===== config.mk =====
export PLATFORM = sky130hd
export DESIGN_NAME = seq_word_compare_flat
export DESIGN_NICKNAME = d
export VERILOG_FILES = /design/src/rtl/seq_word_compare_pkg.sv /design/src/rtl/seq_word_compare_if.sv /design/src/rtl/seq_word_compare_slice_cmp.sv /design/src/rtl/seq_word_compare.sv /design/src/flat_wrapper.sv
export SDC_FILE = /design/constraint.sdc
export NUM_CORES = 1
export LEC_CHECK = 0
export ABC_AREA = 1
export BUFFER_PORTS_ARGS = -buffer_cell sky130_fd_sc_hd__buf_4
export CAP_MARGIN = 20
export CORE_UTILIZATION = 50
export DETAILED_ROUTE_END_ITERATION = 12
export PLACE_DENSITY = 0.83
export SLEW_MARGIN = 20
export SYNTH_ARGS = -nofsm -noshare
export SYNTH_HDL_FRONTEND = slang
export SYNTH_HIERARCHICAL = 1
export SYNTH_SLANG_ARGS = --single-unit

===== constraint.sdc =====
create_clock -name clk -period 2.35 [get_ports clk]
set_clock_uncertainty 0.2 [all_clocks]
set_input_delay 0.47 -clock clk [delete_from_list [all_inputs] [get_ports clk]]
set_output_delay 0.47 -clock clk [all_outputs]
set_load 0.02 [all_outputs]

===== src/rtl/seq_word_compare_pkg.sv =====
// Shared types and helpers for the sliced magnitude comparator.
// Optional signed compare is enabled by SEQ_WORD_COMPARE_SIGNED_EN.
package seq_word_compare_pkg;

  typedef enum logic {
    IDLE = 1'b0,
    RUN  = 1'b1
  } state_e;

  // Result vector is packed as {gt, lt, eq}.
  localparam logic [2:0] RES_NONE = 3'b000;
  localparam logic [2:0] RES_GT   = 3'b100;
  localparam logic [2:0] RES_LT   = 3'b010;
  localparam logic [2:0] RES_EQ   = 3'b001;

  function automatic int unsigned calc_nchunk(input int unsigned width,
                                              input int unsigned chunk);
    return width / chunk;
  endfunction

  function automatic int unsigned calc_cnt_w(input int unsigned nchunk);
    return (nchunk > 1) ? $clog2(nchunk) : 1;
  endfunction

endpackage


===== src/rtl/seq_word_compare_if.sv =====
// Start/done handshake and operand/result bundle for seq_word_compare.
// signed_mode exists only when SEQ_WORD_COMPARE_SIGNED_EN is defined.
interface seq_word_compare_if #(
  parameter int unsigned WIDTH = 32
) ();

  logic             start;
  logic [WIDTH-1:0] a;
  logic [WIDTH-1:0] b;
`ifdef SEQ_WORD_COMPARE_SIGNED_EN
  logic             signed_mode;
`endif
  logic             ready;
  logic             busy;
  logic             done;
  logic             gt;
  logic             lt;
  logic             eq;

  modport master (
`ifdef SEQ_WORD_COMPARE_SIGNED_EN
    output signed_mode,
`endif
    output start, a, b,
    input  ready, busy, done, gt, lt, eq
  );

  modport slave (
`ifdef SEQ_WORD_COMPARE_SIGNED_EN
    input  signed_mode,
`endif
    input  start, a, b,
    output ready, busy, done, gt, lt, eq
  );

endinterface


===== src/rtl/seq_word_compare_slice_cmp.sv =====
// Combinational CHUNK-bit unsigned comparator for one operand slice.
module slice_cmp #(
  parameter int unsigned CHUNK = 8
) (
  input  logic [CHUNK-1:0] a,
  input  logic [CHUNK-1:0] b,
  output logic             gt,
  output logic             lt,
  output logic             eq
);

  always_comb begin
    gt = (a > b);
    lt = (a < b);
    eq = (a == b);
  end

endmodule


===== src/rtl/seq_word_compare.sv =====
// Multi-cycle magnitude comparator: one CHUNK slice per cycle, MSB first, early exit.
// Define SEQ_WORD_COMPARE_SIGNED_EN to add a two's-complement signed_mode input.
module seq_word_compare
  import seq_word_compare_pkg::*;
#(
  parameter int unsigned WIDTH = 32,
  parameter int unsigned CHUNK = 8
) (
  input logic               clk,
  input logic               rst,
  seq_word_compare_if.slave bus
);

  localparam int unsigned NCHUNK = calc_nchunk(WIDTH, CHUNK);
  localparam int unsigned CNT_W  = calc_cnt_w(NCHUNK);
  localparam logic [CNT_W-1:0] LAST_IDX = CNT_W'(NCHUNK - 1);

  state_e           state_q, state_d;
  logic [WIDTH-1:0] a_q, a_d;
  logic [WIDTH-1:0] b_q, b_d;
  logic [CNT_W-1:0] cnt_q, cnt_d;
  logic [2:0]       res_q, res_d;
  logic             done_q, done_d;

  logic [WIDTH-1:0] msb_flip;
  logic             s_gt, s_lt, s_eq;

  // Inverting the sign bit of both operands maps two's complement onto
  // offset-binary, so the unsigned slice compare orders signed values.
  always_comb begin
    msb_flip = '0;
`ifdef SEQ_WORD_COMPARE_SIGNED_EN
    msb_flip[WIDTH-1] = bus.signed_mode;
`endif
  end

  slice_cmp #(
    .CHUNK(CHUNK)
  ) u_slice_cmp (
    .a (a_q[WIDTH-1 -: CHUNK]),
    .b (b_q[WIDTH-1 -: CHUNK]),
    .gt(s_gt),
    .lt(s_lt),
    .eq(s_eq)
  );

  always_comb begin
    state_d = state_q;
    a_d     = a_q;
    b_d     = b_q;
    cnt_d   = cnt_q;
    res_d   = res_q;
    done_d  = 1'b0;
    case (state_q)
      IDLE: begin
        if (bus.start) begin
          a_d     = bus.a ^ msb_flip;
          b_d     = bus.b ^ msb_flip;
          cnt_d   = '0;
          state_d = RUN;
        end
      end
      RUN: begin
        if (!s_eq) begin
          res_d   = {s_gt, s_lt, 1'b0};
          done_d  = 1'b1;
          state_d = IDLE;
        end else if (cnt_q == LAST_IDX) begin
          res_d   = RES_EQ;
          done_d  = 1'b1;
          state_d = IDLE;
        end else begin
          a_d   = a_q << CHUNK;
          b_d   = b_q << CHUNK;
          cnt_d = cnt_q + CNT_W'(1);
        end
      end
      default: state_d = IDLE;
    endcase
  end

  always_ff @(posedge clk or posedge rst) begin
    if (rst) begin
      state_q <= IDLE;
      a_q     <= '0;
      b_q     <= '0;
      cnt_q   <= '0;
      res_q   <= RES_NONE;
      done_q  <= 1'b0;
    end else begin
      state_q <= state_d;
      a_q     <= a_d;
      b_q     <= b_d;
      cnt_q   <= cnt_d;
      res_q   <= res_d;
      done_q  <= done_d;
    end
  end

  assign bus.ready = (state_q == IDLE);
  assign bus.busy  = (state_q == RUN);
  assign bus.done  = done_q;
  assign {bus.gt, bus.lt, bus.eq} = res_q;

endmodule


===== src/flat_wrapper.sv =====
// flat-port wrapper written by rule: the top's interface ports become plain ports
module seq_word_compare_flat import seq_word_compare_pkg::*;
#(
  parameter int unsigned WIDTH = 32,
  parameter int unsigned CHUNK = 8
)
  (clk, rst, bus_start, bus_a, bus_b, bus_ready, bus_busy, bus_done, bus_gt, bus_lt, bus_eq);
  seq_word_compare_if #(.WIDTH(WIDTH)) bus_i ();
  input logic clk;
  input logic rst;
  input wire logic [$bits(bus_i.start)-1:0] bus_start;
  input wire logic [$bits(bus_i.a)-1:0] bus_a;
  input wire logic [$bits(bus_i.b)-1:0] bus_b;
  output wire logic [$bits(bus_i.ready)-1:0] bus_ready;
  output wire logic [$bits(bus_i.busy)-1:0] bus_busy;
  output wire logic [$bits(bus_i.done)-1:0] bus_done;
  output wire logic [$bits(bus_i.gt)-1:0] bus_gt;
  output wire logic [$bits(bus_i.lt)-1:0] bus_lt;
  output wire logic [$bits(bus_i.eq)-1:0] bus_eq;
  assign bus_i.start = bus_start;
  assign bus_i.a = bus_a;
  assign bus_i.b = bus_b;
  assign bus_ready = bus_i.ready;
  assign bus_busy = bus_i.busy;
  assign bus_done = bus_i.done;
  assign bus_gt = bus_i.gt;
  assign bus_lt = bus_i.lt;
  assign bus_eq = bus_i.eq;
  seq_word_compare #(.WIDTH(WIDTH), .CHUNK(CHUNK)) u_core (.clk(clk), .rst(rst), .bus(bus_i));
endmodule

==> impl_results.md, run 1 <==
* CP Cell Sequence: inv_1 > ha_1 > nand2_2 > nor3_2 > nand3_2 > nand2_2 > buf_4 > nand2_1 > nand2_1
* CTS tree: yes
* Maximum vdd ir drop at 0.000333 V
* Starting Density at 0.530
* Total GRT Usage at 0.236
* Critical Path Stages at 9
* P per Cell Area at 753 nW/um2
* Critical path's largest stage delay at 0.36 ns
* First-pass GRT wire length at 14000 um
* Hold buffer count at CTS at 0
* Placed cells at 651
* Root buffer cell: clkbuf_8
* R2r startpoint: u_core/b_q[31]
* Met1 Use GR at 0.295
* Sink Count at 71
* R2R cell count at 9
* Skew-Pair Late Insertion Delay at 0.33 ns
* DR pass1 iterations at 4
* Postcts setup bufs at 0
* DR vias at 3327
* Post-route ant nets at 0
* Largest net degree at the start of global routing at 72
* Maxcap violations at 0
* Die area at 7710 um2
* FF-to-FF End: u_core/b_q[21]
* Sequential element share of the synthesized area at 0.482
* Static leakage at 2.56 nW
* GR peak layer: met2
* Slowest-stage cell, CP: dfrtp_1
* Fmax at 0.494 GHz
* Met3 Usage GRT at 0.0386
* Syn_nets at 579
* Post-layout min period at 2.02 ns
* Final Setup Violations at 0
* Share of layout cells above drive strength 1 at 0.190
* Resize count post-CTS at 0
* Die Height at 87.8 um
* Inserted Diodes at 0
* Worst setup SP type: flop
* Num ports at 73
* Final hold vios at 0
* Die W at 87.8 um
* Final Non-Filler Cells at 665
* Syn Std Cell Area at 3680 um2
* Mapped Cells at 503
* Initial antenna violation count at 0
* Worst-path fanout max at 32
* 1st-iter DRT viols at 278
* WL per Instance at 12.3 um
* Fin nets at 642
* Core footprint at 6940 um2
* Worst slew margin at 0.676
* Buffers on Ports at 72
* Most used flip-flop cell after synthesis: dfrtp_1
* Cell Area, Placed at 4260 um2
* Final slew viol count at 0
* Overflow after GRT at 0
* Clock transition at path regs at 0.07 ns
* Worst setup EP type: flop
* Unique masters post-synth at 22
* DRC errors left at 0
* Num CTS Buffers at 9
* Yosys reg bits at 71
* CP Data Arrival Time at 2.10 ns
* Post-synth EDFFs at 0
* DR vias/cell at 5.00
* DP HPWL at 5510 um
* Final Cycle Share at 0.861
* Crit path kind: flop to flop
* Layout area overhead at 20.1%
* Setup TNS at 0 ns
* Grt met2 use at 0.397
* RSZ-0062 raised after global routing: no
* Post-route cell area at 4420 um2
* WL final at 8160 um
* Type of the most critical hold path: input pin to asynchronous set/reset pin
* Synth async-reset ratio at 1.00
* Worst-margin pin slew at 0.486 ns
* Reg2reg setup slack at 0.33 ns
* Top Family by Delay on Critical Path: simple AND/OR/NAND/NOR gates
* CP required at 2.42 ns
* Synth Warn # at 6
* Vias in the first global route at 3223
* Mean Syn Cell Area at 7.32 um2
* Row cnt at 30
* GP Congestion at 0.826
* Max Root-Sink Buffers at 2
* Clock H-tree levels at 3
* Buf/Inv on CP at 2
* Status: complete, no violations
* Fin Hold WS at 0.0379 ns
worst max path at each step:
stage / startpoint / to / slack (ns)
finish: u_core/b_q[31] / u_core/b_q[21] / 0.33
global route: u_core/b_q[27] / u_core/b_q[21] / 0.16
CTS: u_core/a_q[27] / u_core/b_q[21] / 0.33
detailed placement: u_core/a_q[27] / u_core/b_q[12] / 0.36
global placement: u_core/a_q[27] / u_core/b_q[25] / 0.44
floorplan: u_core/a_q[27] / u_core/a_q[26] / 0.39
final cells by class:
| cell class | count | area, um2 |
|---|---|---|
| Fill cell | 598 | 2520 |
| Multi-Input combinational cell | 382 | 1650 |
| Sequential cell | 71 | 1780 |
| Timing Repair Buffer | 83 | 636 |
| Tap cell | 96 | 120 |
| Inverter | 19 | 77.6 |
| Clock inverter | 1 | 5.00 |
| Clock buffer | 13 | 159 |
flip-flops by register name, indices dropped and copies added (netlist names):
register	flops
u_core/b_q	32
u_core/res_q	3
u_core/bus.busy	1
u_core/bus.done	1
u_core/a_q	32
u_core/cnt_q	2
report_power, final:
part           leakage, nW  switching (W)  internal [W]
clock               0.0854       0.000417      0.000429
sequential           0.887       0.000135       0.00147
combinational         1.59       0.000507      0.000375
total                 2.56        0.00106       0.00227
per-stage QoR:
stage,setup slack (ns),total power (W),utilization
after floorplan,0.387,0.00223,-
after global placement,0.442,0.00247,0.614
after detailed placement,0.359,0.00251,0.614
after CTS,0.327,0.00335,0.637
after global routing,0.161,0.00355,0.637
final,0.327,0.00333,0.637
routing by layer:
layer / wire length [um] / up-vias
met3: 355 / 16
met4: 179 / 0
met1: 3540 / 1532
met2: 4090 / 96
li1: - / 1683
met5: 0 / -
kinds of logic (layout without fill, tap and decap cells):
family | after synthesis | in the layout | synth area share
adder cells (fa/ha/maj) | 9 | 9 | 0.0306
flip-flops | 71 | 71 | 0.482
AND/OR/NAND/NOR | 368 | 368 | 0.409
AO/OA/AOI/OAI | 5 | 5 | 0.00849
buffers and inverters | 50 | 116 | 0.0700
worst reg2reg max path: cells and delay by family, from the launching register on:
| family | cells | cell delay, ns |
|---|---|---|
| adders and majority gates | 1 | 0.30 |
| DFF | 1 | 0.36 |
| and+or+nand+nor | 6 | 0.73 |
| buffers and inverters | 2 | 0.37 |
synthesized netlist by cell type (2+ instances only):
cell	number	area (um2)
a21oi_1	3	15.0
buf_2	21	105
buf_4	7	52.6
buf_6	2	22.5
dfrtp_1	71	1780
ha_1	9	113
inv_1	16	60.1
inv_2	2	7.51
nand2_1	290	1090
nand2_2	2	12.5
nand3_1	66	330
nand3_2	2	20.0
nand4_1	2	12.5
nor2_1	2	7.51
cells in the final DEF, fill, tap and decap left out, types with 3 or more instances in the layout:
cell      count
nand2_1     290
nand3_1      66
buf_4        82
a21oi_1       3
dfrtp_1      70
clkbuf_8     11
ha_1          9
inv_1        15
No activity file was read; power rests on OpenSTA's default activity.
==> run 2: changes to the inputs <==
- CORE_UTILIZATION: 50 -> 55
- PLACE_DENSITY: 0.83 -> 0.86
- SYNTH_HIERARCHICAL: 1 -> default
- clock period: 2.35 -> 2.2 ns (I/O delays scaled with it)
==> impl_results.md, run 2 <==
* Internal power at 0.00248 W (was 0.00227 W)
* Syn Std Cell Area at 4010 um2 (was 3680 um2)
* Type of the most critical hold path: input pin to flop (was input pin to asynchronous set/reset pin)
* Num ports at 73 (unchanged)
* DR pass1 iterations at 4 (unchanged)
* Mapped Cells at 515 (was 503)
* Largest regs: u_core.a_q: 32 flops, u_core.b_q: 32 flops, u_core.res_q: 3 flops (was u_core/a_q: 32 flops, u_core/b_q: 32 flops, u_core/res_q: 3 flops)
* FF-to-FF End: u_core.b_q[21] (was u_core/b_q[21])
* Static leakage at 2.67 nW (was 2.56 nW)
* Num CTS Buffers at 9 (unchanged)
* Inserted Diodes at 0 (unchanged)
* Clock H-tree levels at 3 (unchanged)
* Post-layout min period at 2.11 ns
* Register Area at 1780 um2 (about the same)
* Top cells by count, synth: nand2_1 (244), dfrtp_1 (71), nand3_1 (52) (was nand2_1 (290), dfrtp_1 (71), nand3_1 (66))
* Post-synthesis compound-gate area fraction at 0.00437 (was 0.00849)
* Hold Path Depth at 3
* Most frequent cells in the layout: nand2_1 (244), buf_4 (84), dfrtp_1 (70) (was nand2_1 (290), buf_4 (82), dfrtp_1 (70))
* Vias in the first global route at 3401 (was 3223)
* Initial antenna violation count at 0 (unchanged)
* Sw Ratio at 0.331 (was 0.318)
* Fmax at 0.475 GHz
* Synth async-reset ratio at 1.00 (unchanged)
* Skew-Pair Late Insertion Delay at 0.36 ns (was 0.33 ns)
* Clock transition at path regs at 0.07 ns (about the same)
* Crit path kind: flop to output pin (was flop to flop)
* Final hold vios at 0 (unchanged)
* Post-synthesis xor/xnor area fraction at 0 (unchanged)
* Worst setup EP type: output pin (was flop)
* Logic pwr share at 0.274 (was 0.265)
* Max Root-Sink Buffers at 2 (unchanged)
* Sink Count at 71 (unchanged)
* Fill count at 579 (was 598)
* 1st-iter DRT viols at 306 (was 278)
* Top cell type by total area after synthesis: dfrtp_1 (unchanged)
* Starting Density at 0.580 (was 0.530)
* Largest net degree at the start of global routing at 41 (was 72)
* Final slew viol count at 0 (unchanged)
* Row cnt at 30 (unchanged)
* Die Height at 87.3 um (was 87.8 um)
* Most used flip-flop cell after synthesis: dfrtp_1 (unchanged)
* Synth top area share at 0.443 (was 0.482)
* Status: complete, no violations (unchanged)
* Largest family of logic cells by synthesized area: simple AND/OR/NAND/NOR gates (unchanged)
* Worst-path fanout max at 19 (was 32)
* Die W at 87.3 um (was 87.8 um)
* Mean Syn Cell Area at 7.78 um2 (was 7.32 um2)
* Synth Warn # at 0 (was 6)
* Overflow after GRT at 0 (unchanged)
* Buffers on Ports at 72 (unchanged)
* Commonest non-fill, non-tap cell in the layout: nand2_1 (unchanged)
* Simple-gate share of the synthesized area at 0.435 (was 0.409)
* Post-synthesis adder-cell area fraction at 0.0281 (was 0.0306)
* Worst setup SP type: flop (unchanged)
* Most common cell in the synthesized netlist: nand2_1 (unchanged)
* CTS tree: yes (unchanged)
* P per Cell Area at 775 nW/um2 (was 753 nW/um2)
* Mux contribution to synthesized area at 0 (unchanged)
* Clock group share of total power at 0.256 (was 0.254)
* Yosys reg bits at 71 (unchanged)
* Maximum vdd ir drop at 0.000413 V (was 0.000333 V)
* Layout area overhead at 19.5% (was 20.1%)
* Area of the multi-input gates at 1870 um2 (was 1650 um2)
* R2R cell count at 8 (was 9)
* Sw power at 0.00123 W (was 0.00106 W)
* Sequential share of power at 0.470 (was 0.481)
* Cell Area, Placed at 4600 um2 (was 4260 um2)
* R2r startpoint: u_core.a_q[31] (was u_core/b_q[31])
* Total GRT Usage at 0.260 (was 0.236)
* First-pass GRT wire length at 15200 um (was 14000 um)
* Setup TNS at 0 ns (unchanged)
* HP Start: bus_a[4]
* DP HPWL at 6440 um (was 5510 um)
* Syn_nets at 591 (was 579)
* CP Data Arrival Time at 1.47 ns (was 2.10 ns)
* DR vias at 3596 (was 3327)
* WL final at 8970 um (was 8160 um)
* DR vias/cell at 5.31 (was 5.00)
* Worst-margin pin slew at 0.607 ns (was 0.486 ns)
* Final Cycle Share at 0.957
* Final Setup Violations at 0 (unchanged)
* Root buffer cell: clkbuf_8 (unchanged)
* Die area at 7630 um2 (was 7710 um2)
* Hold endpoint: u_core.a_q[4]
* Pwr Total at 0.00371 W (was 0.00333 W)
* Maxcap violations at 0 (unchanged)
* Share of layout cells above drive strength 1 at 0.227 (was 0.190)
* WL per Instance at 13.3 um (was 12.3 um)
* Final Util at 0.693 (was 0.637)
* DRC errors left at 0 (unchanged)
* GP Congestion at 0.826 (about the same)
* Unique masters post-synth at 20 (was 22)
* Post-route ant nets at 0 (unchanged)
* Reg2reg setup slack at 0.17 ns (was 0.33 ns)
* Postcts setup bufs at 0 (unchanged)
* RSZ-0062 raised after global routing: no (unchanged)
* CP required at 1.56 ns (was 2.42 ns)
* Dominant cells by area after synthesis: dfrtp_1 (44%), nand2_1 (23%), nand4_1 (7.5%) (was dfrtp_1 (48%), nand2_1 (30%), nand3_1 (9.0%))
* Fin nets at 652 (was 642)
* Worst slew margin at 0.595 (was 0.676)
* Core footprint at 6910 um2 (was 6940 um2)
* Post-synth EDFFs at 0 (unchanged)
* Sequential element share of the synthesized area at 0.443 (was 0.482)
* Post-route cell area at 4790 um2 (was 4420 um2)
run 2: area by class of cell:
| type | instances | share of cell area |
|---|---|---|
| timing repair buffer | 91 | 0.159 |
| sequential | 71 | 0.372 |
| inverter | 19 | 0.0157 |
| clock buffer | 13 | 0.0332 |
| tap | 96 | 0.0251 |
| clock inverter | 3 | 0.00366 |
| multi-input combinational | 384 | 0.392 |
run 2: through the flow:
step	setup WS (ns)	std cells	hold slack, ns
2_1_floorplan	0.497	515	0.269
3_3_place_gp	0.269	660	0.281
3_5_place_dp	0.181	660	0.287
4_1_cts	0.0258	677	0.0726
5_1_grt	0.0198	677	0.0817
6_report	0.0939	677	0.0810
run 2: timing repair:
item                                   4_1_cts  5_1_grt
setup endpoints to repair                    0        1
resized for setup                            0        1
endpoints found under the hold margin       25        0
hold buffers                                 1        0
run 2: cells by family (layout without fill, tap and decap cells):
group / count (synthesis) / in the layout
and+or+nand+nor: 372 / 372
DFF: 71 / 71
buffers and inverters: 60 / 126
adders and majority gates: 9 / 9
AOI/OAI and AO/OA: 3 / 3
run 2: worst max-delay path: stages (launching register included):
cell,delay [ns]
dfrtp_4,0.61
inv_2,0.29
buf_4,0.20
run 2: how the worst max path moves through the flow:
stage,from,end,slack (ns),depth (start not counted)
global placement,u_core.a_q[31],u_core.b_q[23],0.27,8
global route,u_core.b_q[31],u_core.b_q[21],0.02,9
detailed placement,u_core.a_q[31],u_core.b_q[21],0.18,8
CTS,u_core.bus.busy,bus_ready,0.03,2
finish,u_core.bus.busy,bus_ready,0.09,2
floorplan,u_core.b_q[27],u_core.a_q[7],0.50,9
run 2: power groups by stage:
stage	registers (W)	logic, W	clock network (W)
4_1_cts	0.00174	0.00102	0.000962
5_1_grt	0.00178	0.00115	0.00102
6_report	0.00175	0.00102	0.000948
3_3_place_gp	0.00175	0.000966	0
3_5_place_dp	0.00177	0.00101	0
2_1_floorplan	0.00174	0.000726	0
run 2: metal layers:
| metal | global-route usage | share of wire | wire, um | up-vias |
|---|---|---|---|---|
| met1 | 0.328 | 0.41 | 3690 | 1659 |
| met4 | 0.136 | 0.030 | 272 | 0 |
| li1 | - | - | - | 1805 |
| met2 | 0.430 | 0.51 | 4550 | 107 |
| met5 | 0 | 0 | 0 | - |
| met3 | 0.0445 | 0.051 | 460 | 25 |
==> run 3: changes to the inputs <==
- RECOVER_POWER: default -> 50
==> impl_results.md, run 3 (same netlist as run 2, synthesis figures left out) <==
* Vias in the first global route at 3401 (unchanged)
* Layout area overhead at 19.0% (was 19.5%)
* R2r startpoint: u_core.a_q[31] (unchanged)
* Maxcap violations at 0 (unchanged)
* Final Setup Violations at 0 (unchanged)
* Clock H-tree levels at 3 (unchanged)
* Skew-Pair Late Insertion Delay at 0.36 ns (about the same)
* Sequential share of power at 0.473 (was 0.470)
* Type of the most critical hold path: input pin to flop (unchanged)
* Postcts setup bufs at 0 (unchanged)
* CP Cell Sequence: inv_2 > buf_4 (unchanged)
* CP required at 1.56 ns (about the same)
* DR vias/cell at 5.30 (was 5.31)
* Dpl ws at 0.181 ns (unchanged)
* Maximum vdd ir drop at 0.000411 V (was 0.000413 V)
* Fmax at 0.473 GHz (was 0.475 GHz)
* Initial antenna violation count at 0 (unchanged)
* Largest net degree at the start of global routing at 41 (unchanged)
* Die area at 7630 um2 (unchanged)
* CP Data Arrival Time at 1.47 ns (about the same)
* Status: complete, no violations (unchanged)
* Buf/Inv on CP at 2 (unchanged)
* Buffers on Ports at 72 (unchanged)
* Starting Density at 0.580 (unchanged)
* Worst setup EP type: output pin (unchanged)
* WL final at 8970 um (about the same)
* DR pass1 iterations at 4 (unchanged)
* Row cnt at 30 (unchanged)
* GP Congestion at 0.826 (unchanged)
* Reg2reg setup slack at 0.16 ns (was 0.17 ns)
* Placed cells at 660 (unchanged)
* P per Cell Area at 772 nW/um2 (was 775 nW/um2)
* DR vias at 3590 (was 3596)
* Crit path kind: flop to output pin (unchanged)
* Worst setup SP type: flop (unchanged)
* DRC errors left at 0 (unchanged)
* Total GRT Usage at 0.260 (unchanged)
* Core footprint at 6910 um2 (unchanged)
* Hold Path Depth at 3 (unchanged)
* Worst-path fanout max at 19 (unchanged)
* Num CTS Buffers at 9 (unchanged)
* Hold endpoint: u_core.a_q[4] (unchanged)
* Sw power at 0.00122 W (was 0.00123 W)
* Max Root-Sink Buffers at 2 (unchanged)
* Final hold vios at 0 (unchanged)
* Cell Area, Placed at 4600 um2 (unchanged)
* WL per Instance at 13.2 um (was 13.3 um)
* Post-layout min period at 2.11 ns (about the same)
* DP HPWL at 6440 um (unchanged)
* Worst-margin pin slew at 1.19 ns (was 0.607 ns)
* Final Util at 0.690 (was 0.693)
* Clock transition at path regs at 0.07 ns (about the same)
* Num ports at 73 (unchanged)
* R2R cell count at 8 (unchanged)
* RSZ-0062 raised after global routing: no (unchanged)
* Final worst setup slack at 0.0861 ns (was 0.0939 ns)
* Slowest-stage cell, CP: dfrtp_4 (unchanged)
* Setup TNS at 0 ns (unchanged)
* Critical Path Stages at 2 (unchanged)
* Inserted Diodes at 0 (unchanged)
* FF-to-FF End: u_core.b_q[21] (unchanged)
* Sink Count at 71 (unchanged)
* Logic pwr share at 0.270 (was 0.274)
* Final Non-Filler Cells at 677 (unchanged)
* Static leakage at 2.65 nW (was 2.67 nW)
* Fill count at 577 (was 579)
* 1st-iter DRT viols at 307 (was 306)
* Overflow after GRT at 0 (unchanged)
* Root buffer cell: clkbuf_8 (unchanged)
* Die Height at 87.3 um (unchanged)
* HP Start: bus_a[4] (unchanged)
* Clock group share of total power at 0.256 (about the same)
* First-pass GRT wire length at 15200 um (unchanged)
* Final slew viol count at 0 (unchanged)
* Largest regs: u_core.a_q: 32 flops, u_core.b_q: 32 flops, u_core.res_q: 3 flops (unchanged)
* Post-route ant nets at 0 (unchanged)
* Commonest non-fill, non-tap cell in the layout: nand2_1 (unchanged)
* Internal power at 0.00246 W (was 0.00248 W)
* Critical path's largest stage delay at 0.61 ns (about the same)
* Fin nets at 652 (unchanged)
* Top Family by Delay on Critical Path: flip-flops (unchanged)
* Sw Ratio at 0.331 (about the same)
* Worst slew margin at 0.203 (was 0.595)
* CTS tree: yes (unchanged)
* Post-route cell area at 4770 um2 (was 4790 um2)
* Die W at 87.3 um (unchanged)
* Most frequent cells in the layout: nand2_1 (244), buf_4 (78), dfrtp_1 (70) (was nand2_1 (244), buf_4 (84), dfrtp_1 (70))
* Share of layout cells above drive strength 1 at 0.219 (was 0.227)
* Final Cycle Share at 0.961 (was 0.957)
## run 3: worst register-to-register path, cell delays in order (launching register included)
cell and delay (ns):
dfrtp_1 0.39, ha_1 0.32, nand2_2 0.09, nor2_4 0.15, nand2_1 0.09, nand2_2 0.22
buf_4 0.27, nand4_1 0.13, nand2_1 0.11
## run 3: worst max-delay path by stage
| stage | start | slack [ns] | endpoint |
|---|---|---|---|
| detailed placement | u_core.a_q[31] | 0.18 | u_core.b_q[21] |
| CTS | u_core.bus.busy | 0.03 | bus_ready |
| global route | u_core.b_q[31] | 0.02 | u_core.b_q[21] |
| finish | u_core.bus.busy | 0.09 | bus_ready |
| global placement | u_core.a_q[31] | 0.27 | u_core.b_q[23] |
| floorplan | u_core.b_q[27] | 0.50 | u_core.a_q[7] |
## run 3: repair_timing
| action | 4_1_cts | 5_1_grt |
|---|---|---|
| resized for setup | 0 | 1 |
| endpoints found under the setup margin | 0 | 1 |
| endpoints found under the hold margin | 25 | 0 |
| hold buffers | 1 | 0 |
## run 3: stage by stage
step | total power [W] | hold WS, ns
6_report | 0.00368 | 0.0830
5_1_grt | 0.00393 | 0.0817
4_1_cts | 0.00373 | 0.0726
3_5_place_dp | 0.00277 | 0.287
3_3_place_gp | 0.00272 | 0.281
2_1_floorplan | 0.00247 | 0.269
## run 3: final cells by class
type	count	area, um2	share of cell area
clock buffer	13	159	0.0333
clock inverter	3	17.5	0.00368
inverter	19	72.6	0.0152
multi-input combinational	384	1870	0.393
sequential	71	1780	0.374
tap	96	120	0.0252
timing repair buffer	91	742	0.156
## run 3: power groups by stage
| stage | Clock (W) | Sequential (W) | Combinational (W) |
|---|---|---|---|
| after floorplan | 0 | 0.00174 | 0.000726 |
| final | 0.000944 | 0.00174 | 0.000995 |
| after global placement | 0 | 0.00175 | 0.000966 |
| after global routing | 0.00102 | 0.00178 | 0.00113 |
| after CTS | 0.000962 | 0.00174 | 0.00102 |
| after detailed placement | 0 | 0.00177 | 0.00101 |
## run 3: routing by layer
layer  GRT usage  routed length, um
met5           0                  0
met2       0.430               4600
met3      0.0445                394
met1       0.328               3710
met4       0.136                260
